`src/rtl/dkong_rom_arbiter.sv`:
```
// dkong_rom_arbiter: shares the single sound-sample ROM port among three
// requesters (walk/jump wave, background music, spare/roar). Grants one read
// at a time, waits ROM_LAT clocks, then returns the byte with a one-cycle ack.
// Optional macro DKONG_ARB_RR_EN: round-robin arbitration instead of the
// default fixed priority 0 > 1 > 2.
module dkong_rom_arbiter #(
    parameter int ROM_LAT = 2,   // 1..15
    parameter int N_REQ   = 3
) (
    input  logic                 I_CLK,
    input  logic                 I_RST,
    input  logic [N_REQ-1:0]     I_REQ,
    input  logic [19*N_REQ-1:0]  I_AB,
    output logic [N_REQ-1:0]     O_ACK,
    output logic [7:0]           O_DB,
    output logic                 O_BUSY,
    output logic [18:0]          O_ROM_AB,
    input  logic [7:0]           I_ROM_DB
);

    typedef enum logic {IDLE, WAIT} state_t;

    // lat_cnt counts down to the capture edge; ROM_LAT=1 starts at zero
    localparam logic [3:0] LAT_INIT = 4'(ROM_LAT - 1);

    state_t                  state;
    logic [1:0]              grant;
    logic [1:0]              last_grant;
    logic [3:0]              lat_cnt;
    logic [1:0]              win;
    logic                    win_vld;
    logic [N_REQ-1:0][18:0]  req_ab;

    assign req_ab = I_AB;

`ifdef DKONG_ARB_RR_EN
    int   rr_idx;
    logic rr_found;

    // round-robin: search starts just after the last served requester
    always_comb begin
        win      = '0;
        win_vld  = |I_REQ;
        rr_found = 1'b0;
        rr_idx   = 0;
        for (int k = 0; k < N_REQ; k++) begin
            rr_idx = (int'(last_grant) + 1 + k) % N_REQ;
            if (!rr_found && I_REQ[rr_idx]) begin
                win      = 2'(rr_idx);
                rr_found = 1'b1;
            end
        end
    end
`else
    // last_grant is tracked in this build but never steers selection
    logic lg_unused;
    assign lg_unused = ^last_grant;

    // fixed priority: lowest index wins
    always_comb begin
        win     = '0;
        win_vld = |I_REQ;
        for (int i = N_REQ - 1; i >= 0; i--)
            if (I_REQ[i]) win = 2'(i);
    end
`endif

    // grant / latency wait / capture-and-ack sequencer
    always_ff @(posedge I_CLK or posedge I_RST) begin
        if (I_RST) begin
            state      <= IDLE;
            O_ACK      <= '0;
            O_DB       <= '0;
            O_ROM_AB   <= '0;
            O_BUSY     <= 1'b0;
            grant      <= '0;
            lat_cnt    <= '0;
            last_grant <= 2'd2;
        end else begin
            // ack is a single-cycle pulse
            O_ACK <= '0;
            case (state)
                IDLE: begin
                    if (win_vld) begin
                        O_ROM_AB <= req_ab[win];
                        grant    <= win;
                        lat_cnt  <= LAT_INIT;
                        O_BUSY   <= 1'b1;
                        state    <= WAIT;
                    end else begin
                        O_BUSY   <= 1'b0;
                    end
                end
                WAIT: begin
                    if (lat_cnt != 4'd0) begin
                        lat_cnt <= lat_cnt - 4'd1;
                    end else begin
                        // byte is always latched; ack only if still wanted
                        O_DB         <= I_ROM_DB;
                        O_ACK[grant] <= I_REQ[grant];
                        last_grant   <= grant;
                        O_BUSY       <= 1'b0;
                        state        <= IDLE;
                    end
                end
                default: state <= IDLE;
            endcase
        end
    end

endmodule

```
`config.mk`:
```
export PLATFORM = sky130hd
export DESIGN_NAME = dkong_rom_arbiter
export DESIGN_NICKNAME = d
export VERILOG_FILES = /design/src/rtl/dkong_rom_arbiter.sv
export SDC_FILE = /design/constraint.sdc
export NUM_CORES = 1
export LEC_CHECK = 0
export CORE_ASPECT_RATIO = 1.75
export CORE_MARGIN = 2
export CORE_UTILIZATION = 37
export CTS_CLUSTER_DIAMETER = 30
export CTS_CLUSTER_SIZE = 25
export DETAILED_ROUTE_END_ITERATION = 10
export PLACE_DENSITY = 0.77
export SYNTH_ARGS = -nofsm -noshare
export SYNTH_HDL_FRONTEND = slang
export SYNTH_SLANG_ARGS = --single-unit
```
`constraint.sdc`:
```
create_clock -name I_CLK -period 1.6 [get_ports I_CLK]
set_input_delay 0.32 -clock I_CLK [delete_from_list [all_inputs] [get_ports I_CLK]]
set_output_delay 0.32 -clock I_CLK [all_outputs]
set_load 0.01 [all_outputs]
```
=== Word-level counts from Yosys, hierarchy flattened ===
Cells that the tools add are included.

* Register bits: 38
* Output and inout port bits: 31
* Bits in read-only memories: 0
* Memories: 0
* Memory bits (writable): 0
* Bits in latches: 0
* Word-level logic and storage cells: 42
* Input bits: 70

* Equal/unequal tests: 3
* $mul: 0
* Magnitude comparators: 3
* Reductions and logical operators: 6
* Add/subtract/negate cells: 1
* Muxes and demuxes: 19
* Bitwise logic cells: 3
* Shifts and indexed selects: 0
* Div/mod/pow operators: 0

{| class="wikitable"
|+ Operators with widths
! kind !! number
|-
| $bmux W19 S2 || 1
|-
| $mux W19 || 1
|-
| $mux W4 || 2
|-
| $pmux W4 S2 || 1
|-
| $lt A2 B3 Y1 const B || 2
|-
| $mux W2 || 3
|-
| $mux W3 || 2
|-
| $reduce_and A2 Y1 || 3
|-
| $mux W1 || 5
|-
| $ne A2 B2 Y1 const B || 2
|-
| $pmux W1 S2 || 2
|-
| $reduce_bool A4 Y1 || 1
|-
| $sub A4 B1 Y4 const B || 1
|-
| $and A3 B3 Y3 || 1
|-
| $reduce_or A3 Y1 || 1
|-
| $bmux W1 S2 || 1
|-
| $demux W1 S2 || 1
|-
| $ge A2 B1 Y1 const B || 1
|-
| $ne A2 B1 Y1 const B || 1
|-
| $not A1 Y1 || 2
|-
| $logic_and A1 B1 Y1 || 1
|}

=== Longest topological paths before layout ===
* Depth after elaboration: 7
* Gate-level depth with buffers: 6
* Depth with buffers taken out: 5

=== Worst setup path after synthesis ===
OpenSTA, ideal clock, no wires.

* Path type: reg-to-reg
* Start point: reg lat_cnt[0]
* End point: reg O_DB[0]
* Stages on the path, launching flop included: 7
* Path slack: -0.097 ns
* Arrival: 1.572 ns
* Buffers on the path: 1
* Library setup time: 0.125 ns
* Clock period less this slack: 1.697 ns
* Path through: dfrtp_1 inv_1 ha_1 or3b_1 buf_6 nor2_8 mux2_2

* Cells in the longest elaborated chain, start to end: 3

{| class="wikitable"
|+ RTL lines
! what !! RTL line !! source
|-
| start: declaration || 29 || <nowiki>logic [3:0] lat_cnt;</nowiki>
|-
| start signal: assignment || 96 || <nowiki>lat_cnt <= lat_cnt - 4'd1;</nowiki>
|-
| $reduce_bool A4 Y1 || 95 || <nowiki>if (lat_cnt != 4'd0) begin</nowiki>
|-
| $not A1 Y1 (no source line) || n/a ||
|-
| $reduce_and A2 Y1 (no source line) || n/a ||
|-
| end signal: assignment || 73 || <nowiki>O_DB <= '0;</nowiki>
|-
| end signal: assignment || 99 || <nowiki>O_DB <= I_ROM_DB;</nowiki>
|-
| end: declaration || 15 || <nowiki>output logic [7:0] O_DB,</nowiki>
|}

No other way between the ends.
A chain may end at the register's enable or synchronous reset.

=== Final worst setup path ===
* Start point: reg lat_cnt[1]
* End point: reg O_DB[2]

Same word-level chain as after synthesis.

==> impl_metrics.tcl <==
set metrics [dict create \
    die_w_um 60.8 \
    syn_inst 218 \
    power.density_nw_per_um2 1410 \
    rrSetupSlack_ns -0.07 \
    grt_pass1_vias 2181 \
    min_period_ns 1.67 \
    antenna_found_initial 0 \
    synth_area_um2 2090 \
    routed_wirelength_mm 6.57 \
    routedWlPerCell_um 15.6 \
    cts_tree "yes" \
    final_cell_mix "98 x clkdlybuf4s50_1, 38 x dfrtp_1, 34 x buf_4" \
    pre_cts_ws_ns -0.239 \
    holdBufCountCts 0 \
    antenna_cells 0 \
    max_slew.worst_pin.slew_ns 0.410 \
    drc_errors 0 \
    min_path_type "in2async" \
    fill_cells 483 \
    synth.net_count 289 \
    drv_cap 0 \
    ios 101 \
    overflow 0 \
    syn2layout_area_growth_pct 70.1 \
    yosysUniqueCellTypes 37 \
    initial_utilization_pct 38.0 \
    cts_buffer_depth 2 \
    multi_input_area_um2 1090 \
    grt_pass1_wl_mm 10.2 \
    ys_seq_area_share_pct 45.5 \
    drive_gt1_share_pct 20.0 \
    final_common_cell "clkdlybuf4s50_1" \
    cts.sinks 38 \
    port_buffers 100 \
    ys_ff_latch 38 \
    vias 2149 \
    die_h_um 103 \
    die_area_um2 6290 \
    cts_htree_levels 2 \
    clk_pin_slew_ns 0.07 \
    place_area_um2 3400 \
    max_freq_mhz 599 \
    final_nets 415 \
    cp-start-kind "flop" \
    synth_edf_count 0 \
    async_flop_share_pct 100 \
    final_area_um2 3560 \
    required_ns 1.78 \
    finalCritPeriodShare_pct 104 \
    register_area_um2 951 \
    finalSetupViolCount 9 \
    ir_drop_mv 0.547 \
    clock-root-buffer "clkbuf_8" \
    grt_max_degree 39 \
    initialDrtViolationCount 33 \
    critical_path.cell_chain "inv_2, ha_4, or3b_4, nor2_8, mux2_4" \
    viasPerCell 5.10 \
    cts_made_buffers 5 \
    path_class "reg2reg" \
    finClkSkew_ns 0.00191 \
    run_status "finished, violations left" \
    avgSynthCellArea_um2 9.59 \
    grt_use_total_pct 21.7 \
    num_rows 36 \
    place_congestion 0.833 \
    critPathCaptureType "flop" \
    maxSlewViolCount 0 \
    crit_fanout 5 \
    fin_ws_ns -0.0691 \
    rsz0062_at_grt "true" \
    worst_ep_arrival_time_ns 1.85 \
    ys.flop_type "dfrtp_1" \
    core_um2 5500 \
    p_leak_nw 1.50 \
    firstDrtPassIters 4 \
    max_slew_margin_pct 72.0 \
    violations "negative setup slack" \
    yosys_warnings 0 \
    slowest_stage "or3b_4" \
    hold_viol_final 0 \
    clk_latency_ns 0.29 \
    antenna_left 0 \
    max_stage_delay_ns 0.44 \
    dp_hpwl_mm 4.94 \
]
-- cells in the mapped netlist (all sizes together) (2+ instances only) --
cell type | count | share of area (%)
nand2 | 5 | 0.90
nor3b | 3 | 1.1
nand3 | 4 | 0.96
mux2 | 9 | 4.8
clkbuf | 9 | 1.6
a21oi | 21 | 5.0
nor4 | 3 | 0.90
o21ai | 19 | 4.5
or2 | 2 | 0.60
nand2b | 19 | 5.7
o31ai | 18 | 6.5
dfrtp | 38 | 45
inv | 5 | 0.90
nor2 | 20 | 4.4
or3b | 19 | 8.0
buf | 10 | 2.8
-- flip-flops by register name (all words and copies together), names as in the netlist --
signal,cells
lat_cnt,4
O_BUSY,1
grant,2
O_DB,8
state,1
O_ROM_AB,19
O_ACK,3
-- worst paths after layout --
path	start	to	depth (start not counted)
min in group I_CLK	grant[1]	O_ACK[1]	1
worst min-delay path	I_RST	O_DB[7]	3
worst max-delay path	lat_cnt[1]	O_DB[2]	5
worst max register to register	lat_cnt[1]	O_DB[2]	5
worst min register to register	grant[1]	O_ACK[1]	1
max in group asynchronous	I_RST	lat_cnt[3]	3
-- logic make-up after synthesis --
logic type | after synthesis | synth area share (%)
AOI/OAI and AO/OA | 66 | 19.2
adders and majority gates | 1 | 0.598
buffers and inverters | 25 | 5.51
DFF | 38 | 45.5
muxes | 10 | 5.33
and+or+nand+nor | 78 | 23.9
-- area by class of cell --
| cell class | instances | share of cell area [%] |
|---|---|---|
| clock buffers | 7 | 2.43 |
| clock inverters | 1 | 0.141 |
| multi-input cells | 156 | 30.7 |
| flip-flops and latches | 38 | 26.7 |
| inverters | 6 | 0.633 |
| repair buffers | 137 | 36.7 |
| well taps | 76 | 2.67 |
-- critical path, delay by kind of cell (launching register included) --
| family | cells | cell delay (ns) |
|---|---|---|
| and+or+nand+nor | 2 | 0.62 |
| DFF | 1 | 0.39 |
| buffers and inverters | 1 | 0.08 |
| adders and majority gates | 1 | 0.14 |
| muxes | 1 | 0.32 |
-- stage by stage --
stage / hold WS [ns] / std cells / util (%) / power, mW / TNS, ns
6_report: 0.374 / 421 / 64.7 / 5.01 / -0.561
5_1_grt: 0.406 / 421 / 64.7 / 5.32 / -1.18
4_1_cts: 0.382 / 420 / 64.1 / 5.00 / -0.694
3_5_place_dp: 0.471 / 409 / 62.0 / 4.23 / -5.26
3_3_place_gp: 0.477 / 409 / 62.0 / 4.15 / -4.14
2_1_floorplan: 0.445 / 218 / - / 2.86 / -0.772
-- power by group --
group          internal, mW  leakage (nW)  switching (mW)
Combinational          1.58         0.990            1.07
Sequential             1.41         0.463           0.260
Clock                 0.348        0.0482           0.341
Total                  3.33          1.50            1.67
-- what timing repair did --
action	CTS	global route
pin swaps	1	0
setup buffers	2	1
cloned	1	0
gates resized for setup	1	6
setup endpoints to repair	11	17
-- metal layers --
| metal | track usage (%) | up-vias | share of wire (%) |
|---|---|---|---|
| met5 | 0 | - | 0 |
| met4 | 7.69 | 0 | 2.3 |
| met3 | 3.61 | 12 | 4.2 |
| met2 | 41.0 | 75 | 57 |
| met1 | 23.3 | 1036 | 36 |
| li1 | - | 1026 | - |
(Power assumes the default switching activity.)
